$ cat config.mk
export PLATFORM = sky130hd
export DESIGN_NAME = sc_lives_regbank
export DESIGN_NICKNAME = d
export VERILOG_FILES = /design/src/rtl/sc_lives_regbank.sv
export SDC_FILE = /design/constraint.sdc
export NUM_CORES = 1
export LEC_CHECK = 0
export BUFFER_PORTS_ARGS = -buffer_cell sky130_fd_sc_hd__buf_2
export CORE_MARGIN = 3
export CORE_UTILIZATION = 46
export CTS_CLUSTER_DIAMETER = 120
export DETAILED_ROUTE_END_ITERATION = 16
export HOLD_SLACK_MARGIN = 0.08
export PLACE_DENSITY = 0.67
export SYNTH_ARGS = -nofsm -noshare
export SYNTH_HDL_FRONTEND = slang
export SYNTH_SLANG_ARGS = --single-unit
$ cat constraint.sdc
create_clock -name SC_LIVESBANK_CLOCK_50 -period 5.7 [get_ports SC_LIVESBANK_CLOCK_50]
set_clock_uncertainty 0.05 [all_clocks]
set_input_delay 0.855 -clock SC_LIVESBANK_CLOCK_50 [delete_from_list [all_inputs] [get_ports SC_LIVESBANK_CLOCK_50]]
set_output_delay 0.855 -clock SC_LIVESBANK_CLOCK_50 [all_outputs]
set_load 0.05 [all_outputs]
$ cat src/rtl/sc_lives_regbank.sv
// sc_lives_regbank
// Holds the player's remaining lives as a 24-bit thermometer code. The code is split
// across three 8-bit rows that feed the all-rows-zero lose comparator. Each collision
// removes one life and then opens a grace window during which further hits are ignored.
// A load request refills the bank for a new game.
//
// Ports:
//   SC_LIVESBANK_CLOCK_50          system clock
//   SC_LIVESBANK_RESET_InHigh      synchronous active-high reset
//   SC_LIVESBANK_load_InLow        refill request, active low, level-sampled
//   SC_LIVESBANK_hit_InLow         collision, active low, acted on at its falling edge
//   SC_LIVESBANK_registro2_OutBUS  lives vector bits [23:16]
//   SC_LIVESBANK_registro1_OutBUS  lives vector bits [15:8]
//   SC_LIVESBANK_registro0_OutBUS  lives vector bits [7:0]
//   SC_LIVESBANK_lifelost_OutHigh  one-cycle pulse per removed life
//   SC_LIVESBANK_grace_OutHigh     high while in the grace window
//   SC_LIVESBANK_dead_OutHigh      high once all lives are gone
module sc_lives_regbank #(
    parameter int unsigned LIVESBANK_DATAWIDTH = 8,
    parameter int unsigned INIT_LIVES          = 3,
    parameter int unsigned GRACE_CYCLES        = 50000000
) (
    input  logic                           SC_LIVESBANK_CLOCK_50,
    input  logic                           SC_LIVESBANK_RESET_InHigh,
    input  logic                           SC_LIVESBANK_load_InLow,
    input  logic                           SC_LIVESBANK_hit_InLow,
    output logic [LIVESBANK_DATAWIDTH-1:0] SC_LIVESBANK_registro2_OutBUS,
    output logic [LIVESBANK_DATAWIDTH-1:0] SC_LIVESBANK_registro1_OutBUS,
    output logic [LIVESBANK_DATAWIDTH-1:0] SC_LIVESBANK_registro0_OutBUS,
    output logic                           SC_LIVESBANK_lifelost_OutHigh,
    output logic                           SC_LIVESBANK_grace_OutHigh,
    output logic                           SC_LIVESBANK_dead_OutHigh
);

    localparam int unsigned VEC_W = 3 * LIVESBANK_DATAWIDTH;
    // GRACE_CYCLES-1 must fit in the counter; keep at least one bit when GRACE_CYCLES is 1.
    localparam int unsigned CNT_W = (GRACE_CYCLES > 1) ? $clog2(GRACE_CYCLES) : 1;
    localparam logic [VEC_W-1:0] REFILL     = VEC_W'((64'd1 << INIT_LIVES) - 64'd1);
    localparam logic [CNT_W-1:0] GRACE_LOAD = CNT_W'(GRACE_CYCLES - 1);

    typedef enum logic [1:0] {
        StAlive,
        StGrace,
        StDead
    } state_t;

    state_t             stateQ, stateD;
    logic [VEC_W-1:0]   vectorQ, vectorD;
    logic [CNT_W-1:0]   graceCntQ, graceCntD;
    logic               lifelostQ, lifelostD;
    logic               hitPrevQ;
    logic               hitEvent;

    // State register
    always_ff @(posedge SC_LIVESBANK_CLOCK_50) begin
        if (SC_LIVESBANK_RESET_InHigh) begin
            stateQ    <= StAlive;
            vectorQ   <= REFILL;
            graceCntQ <= '0;
            lifelostQ <= 1'b0;
            hitPrevQ  <= 1'b1;
        end else begin
            stateQ    <= stateD;
            vectorQ   <= vectorD;
            graceCntQ <= graceCntD;
            lifelostQ <= lifelostD;
            // Tracks the raw input in every state, so a hit held low through the end of
            // grace never looks like a fresh falling edge.
            hitPrevQ  <= SC_LIVESBANK_hit_InLow;
        end
    end

    assign hitEvent = ~SC_LIVESBANK_hit_InLow & hitPrevQ;

    // Next-state logic
    always_comb begin
        stateD    = stateQ;
        vectorD   = vectorQ;
        graceCntD = graceCntQ;
        lifelostD = 1'b0;
        if (!SC_LIVESBANK_load_InLow) begin
            // Load wins over any coincident hit, in every state.
            stateD    = StAlive;
            vectorD   = REFILL;
            graceCntD = '0;
        end else begin
            case (stateQ)
                StAlive: begin
                    if (hitEvent) begin
                        vectorD   = vectorQ >> 1;
                        lifelostD = 1'b1;
                        // Bit 1 set means at least two lives remain before the shift.
                        if (vectorQ[1]) begin
                            graceCntD = GRACE_LOAD;
                            stateD    = StGrace;
                        end else begin
                            stateD = StDead;
                        end
                    end
                end
                StGrace: begin
                    if (graceCntQ == '0) begin
                        stateD = StAlive;
                    end else begin
                        graceCntD = graceCntQ - 1'b1;
                    end
                end
                StDead: begin
                    vectorD = '0;
                end
                default: begin
                    stateD = StAlive;
                end
            endcase
        end
    end

    // Output logic
    always_comb begin
        SC_LIVESBANK_grace_OutHigh = (stateQ == StGrace);
        SC_LIVESBANK_dead_OutHigh  = (stateQ == StDead);
    end

    assign SC_LIVESBANK_lifelost_OutHigh = lifelostQ;
    assign SC_LIVESBANK_registro2_OutBUS = vectorQ[3*LIVESBANK_DATAWIDTH-1:2*LIVESBANK_DATAWIDTH];
    assign SC_LIVESBANK_registro1_OutBUS = vectorQ[2*LIVESBANK_DATAWIDTH-1:LIVESBANK_DATAWIDTH];
    assign SC_LIVESBANK_registro0_OutBUS = vectorQ[LIVESBANK_DATAWIDTH-1:0];

endmodule

==> summary.md <==
| Metric | Value |
|---|---|
| Row count | 22 |
| DRC | 0 |
| Die footprint | between 0.004 and 0.005 mm^2 |
| Ports | 31 |
| CP peak stage delay | ~0.48 ns |
| Mean Syn Cell Area | about 8.8 um^2 |
| Port Buf Inserts | 9 |
| Largest net degree at the start of global routing | 18 |
| Switching portion of total power | between 30% and 40% |
| Antenna viol nets, final | 0 |
| NetSw | around 0.00023 W |
| Crit Path Class | reg2reg |
| Fmax | between 400 and 500 MHz |
| Hold_buf cts | 0 |
| WL final | 4110 um |
| Clock Tree Root | clkbuf_8 |
| Worst-path cell chain | inv_1 > ha_1 > nor4b_2 > nand3_1 > o211ai_1 > nor4_1 > o31a_1 |
| Cells after Synth | roughly 210 |
| Reg clk slew, reported paths | roughly 0.070 ns |
| TritonCTS Buffers | 5 |
| Comb power frac | 28.1% |
| Number of buffers added for setup after CTS | 0 |
| Antenna diodes | 0 |
| Post-synthesis sequential area ratio | 35.4% |
| Max Root-Sink Buffers | 2 |
| Max-slew violations | 0 |
| CTS tree | yes |
| RSZ-0062 raised after global routing | false |
| CP Data Arrival Time | approximately 2.6 ns |
| Final Hold Violating Endpoints | 0 |
| Core area | around 0.0038 mm^2 |
| Post-cts resize count | 0 |
| Layout cells sized above 1 | around 14% |
| Synth warnings | 0 |
| Global-route wire length before repair | around 6600 um |
| Met2 usage | 26.1% |
| Dpl hpwl | around 2800 um |
| Vias in the first global route | approximately 1400 |
| Die X-Extent | around 70 um |
| GR Util met3 | approximately 3.2% |
| Clk_lat worst skew | 0.28 ns |
| Die Y | ~70 um |
| Final min period | 2.45 ns |
| GP Congestion | around 0.88 |
| DR iter-0 viols | around 110 |
| Hold crit path type | reg2reg |
| Lkg Pwr | 0.753 nW |
| Critical Path Source Type | register |
| Least-Margin Pin Slew | 0.741 ns |
| Internal power | 0.000407 W |
| Period utilisation layout | a little over two fifths |
| Clock share of power | 30.7% |
| CP Data Required Time | between 5 and 6 ns |
| Critical Path Fanout Max | 11 |
| Vias per inst | 5.69 |
| Synth cell types | 52 |
| R2r setup slk | ~3.2 ns |
| Cell taking the most area after synthesis | dfxtp_1 |
| Post-synth EDFFs | 0 |
| Clock net sink count | 33 |
| Nets | 226 |
| Area delta synth->final | 5.16% |
| Setup TNS | 0 ns |
| Fillers | slightly below 400 |
| Synth top area share | ~35% |
| Register area | about 660 um^2 |
| Initial antenna violation count | 0 |
| Max VDD drop | 0.129 mV |
| Met1 Usage GRT | 22.4% |
| Gr busiest metal | met2 |
| Main synth FF type | dfxtp_1 |
| Via Count | 1535 |
| WL/cell | roughly 15 um |
| End-of-flow core utilization | slightly above 50% |
| Cell Pwr Density | about 320 mW/mm^2 |
| Critical path's slowest cell | o211ai_1 |
| Initial Util | between 40 and 50% |
| Largest delay share family, worst path | simple AND/OR/NAND/NOR gates |
| Synth area leaders | dfxtp_1 (35%), buf_4 (8.4%), xor2_1 (4.7%) |
| Slew margin rel. | between 50% and 60% |
| CP endpoint kind | register |
| MaxCap Viol Count | 0 |
| Synthesized cell area | ~0.0019 mm^2 |
| H-tree depth | 2 |
| Crit path buf inv count | 1 |
| Overall routing resource usage | between 15 and 20% |
| # setup viols final | 0 |
| Status | finished, final reports clean |
| Flop pwr share | 41.2% |
| Router iterations before antenna repair | 4 |
| Grt total ovfl | 0 |
| Area used by multi-input combinational logic | between 0.001 and 0.0015 mm^2 |
| Yosys reg bits | 33 |
| Synth async-reset ratio | 0% |
flip-flops by register name, summed over array words and instances (netlist names):
register and flops:
vectorQ 3, SC_LIVESBANK_lifelost_OutHigh 1, stateQ 2, graceCntQ 26, hitPrevQ 1
metrics by stage:
| stage | hold WS [ns] | std cells | power (W) | cell area (um^2) | setup slack (ns) |
|---|---|---|---|---|---|
| after floorplan | 0.396 | 233 | 0.000422 | 1940 | 3.46 |
| after global placement | 0.398 | 262 | 0.000439 | 1860 | 3.10 |
| after detailed placement | 0.390 | 262 | 0.000441 | 1860 | 3.02 |
| after CTS | 0.405 | 270 | 0.000637 | 1960 | 3.24 |
| after global routing | 0.446 | 270 | 0.000667 | 1960 | 3.02 |
| final | 0.405 | 270 | 0.000635 | 1960 | 3.25 |
area by class of cell:
class | instances | share of cell area [%]
timing repair buffer | 9 | 2.29
multi-input combinational | 167 | 54.9
clock inverter | 1 | 0.255
clock buffer | 7 | 4.90
sequential | 33 | 33.6
tap | 48 | 3.06
inverter | 5 | 0.955
Yosys cell counts, drive strengths merged, types with 2 or more instances:
library cell	n
a31oi	4
nor4b	3
a211oi	3
inv	5
nand2b	2
o2111ai	2
or3	6
and2	4
a311oi	2
o21ai	5
dfxtp	33
o31a	3
nor4	8
or2	2
nand2	9
nor2b	3
a21oi	11
nor3	11
o31ai	4
nand3	5
or4	6
buf	22
xor2	10
clkbuf	6
nor2	15
or4b	2
and4	2
o211ai	6
nand4	7
and3	2
logic make-up after synthesis:
family | after synthesis | synth area share (%)
buf+inv | 33 | 10.9
xor+xnor | 11 | 5.16
flops | 33 | 35.4
fa+ha+maj | 1 | 0.670
compound gates | 46 | 18.3
other cells | 1 | 0.201
simple gates | 88 | 29.4
metal layers:
layer | part of all wire [%] | vias up | routed length (um)
met3 | 3.8 | 7 | 155
met1 | 50 | 723 | 2070
met5 | 0 | - | 0
met4 | 1.5 | 0 | 61
met2 | 44 | 29 | 1830
li1 | - | 776 | -
final timing paths:
kind,from,to,depth (start not counted)
setup / recovery,graceCntQ[0],graceCntQ[4],7
hold / removal,vectorQ[0],vectorQ[0],1
setup reg to reg,graceCntQ[0],graceCntQ[4],7
hold reg to reg,vectorQ[0],vectorQ[0],1
cells in the final DEF, fill, tap and decap left out, drive strengths merged, types with 6 or more instances in the layout:
| cell | count |
|---|---|
| dfxtp | 33 |
| conb | 21 |
| nor2 | 15 |
| a21oi | 11 |
| nor3 | 11 |
| xor2 | 10 |
| buf | 9 |
| nand2 | 9 |
| nor4 | 8 |
| nand4 | 7 |
| clkbuf | 7 |
| o211ai | 6 |
| or4 | 6 |
| or3 | 6 |
worst reg2reg max path: stages (launching register included):
cell and delay (ns):
dfxtp_1 0.36, inv_1 0.11, ha_1 0.21, nor4b_2 0.29
nand3_1 0.46, o211ai_1 0.48, nor4_1 0.10, o31a_1 0.28
power by group through the flow:
stage	sequential [W]	combinational, W	clock (W)
floorplan	0.000267	0.000156	0
global placement	0.000266	0.000173	0
detailed placement	0.000266	0.000174	0
CTS	0.000262	0.000176	0.000199
global route	0.000264	0.000194	0.000209
finish	0.000262	0.000178	0.000195
Note: power is estimated with default switching activity, not from simulation.
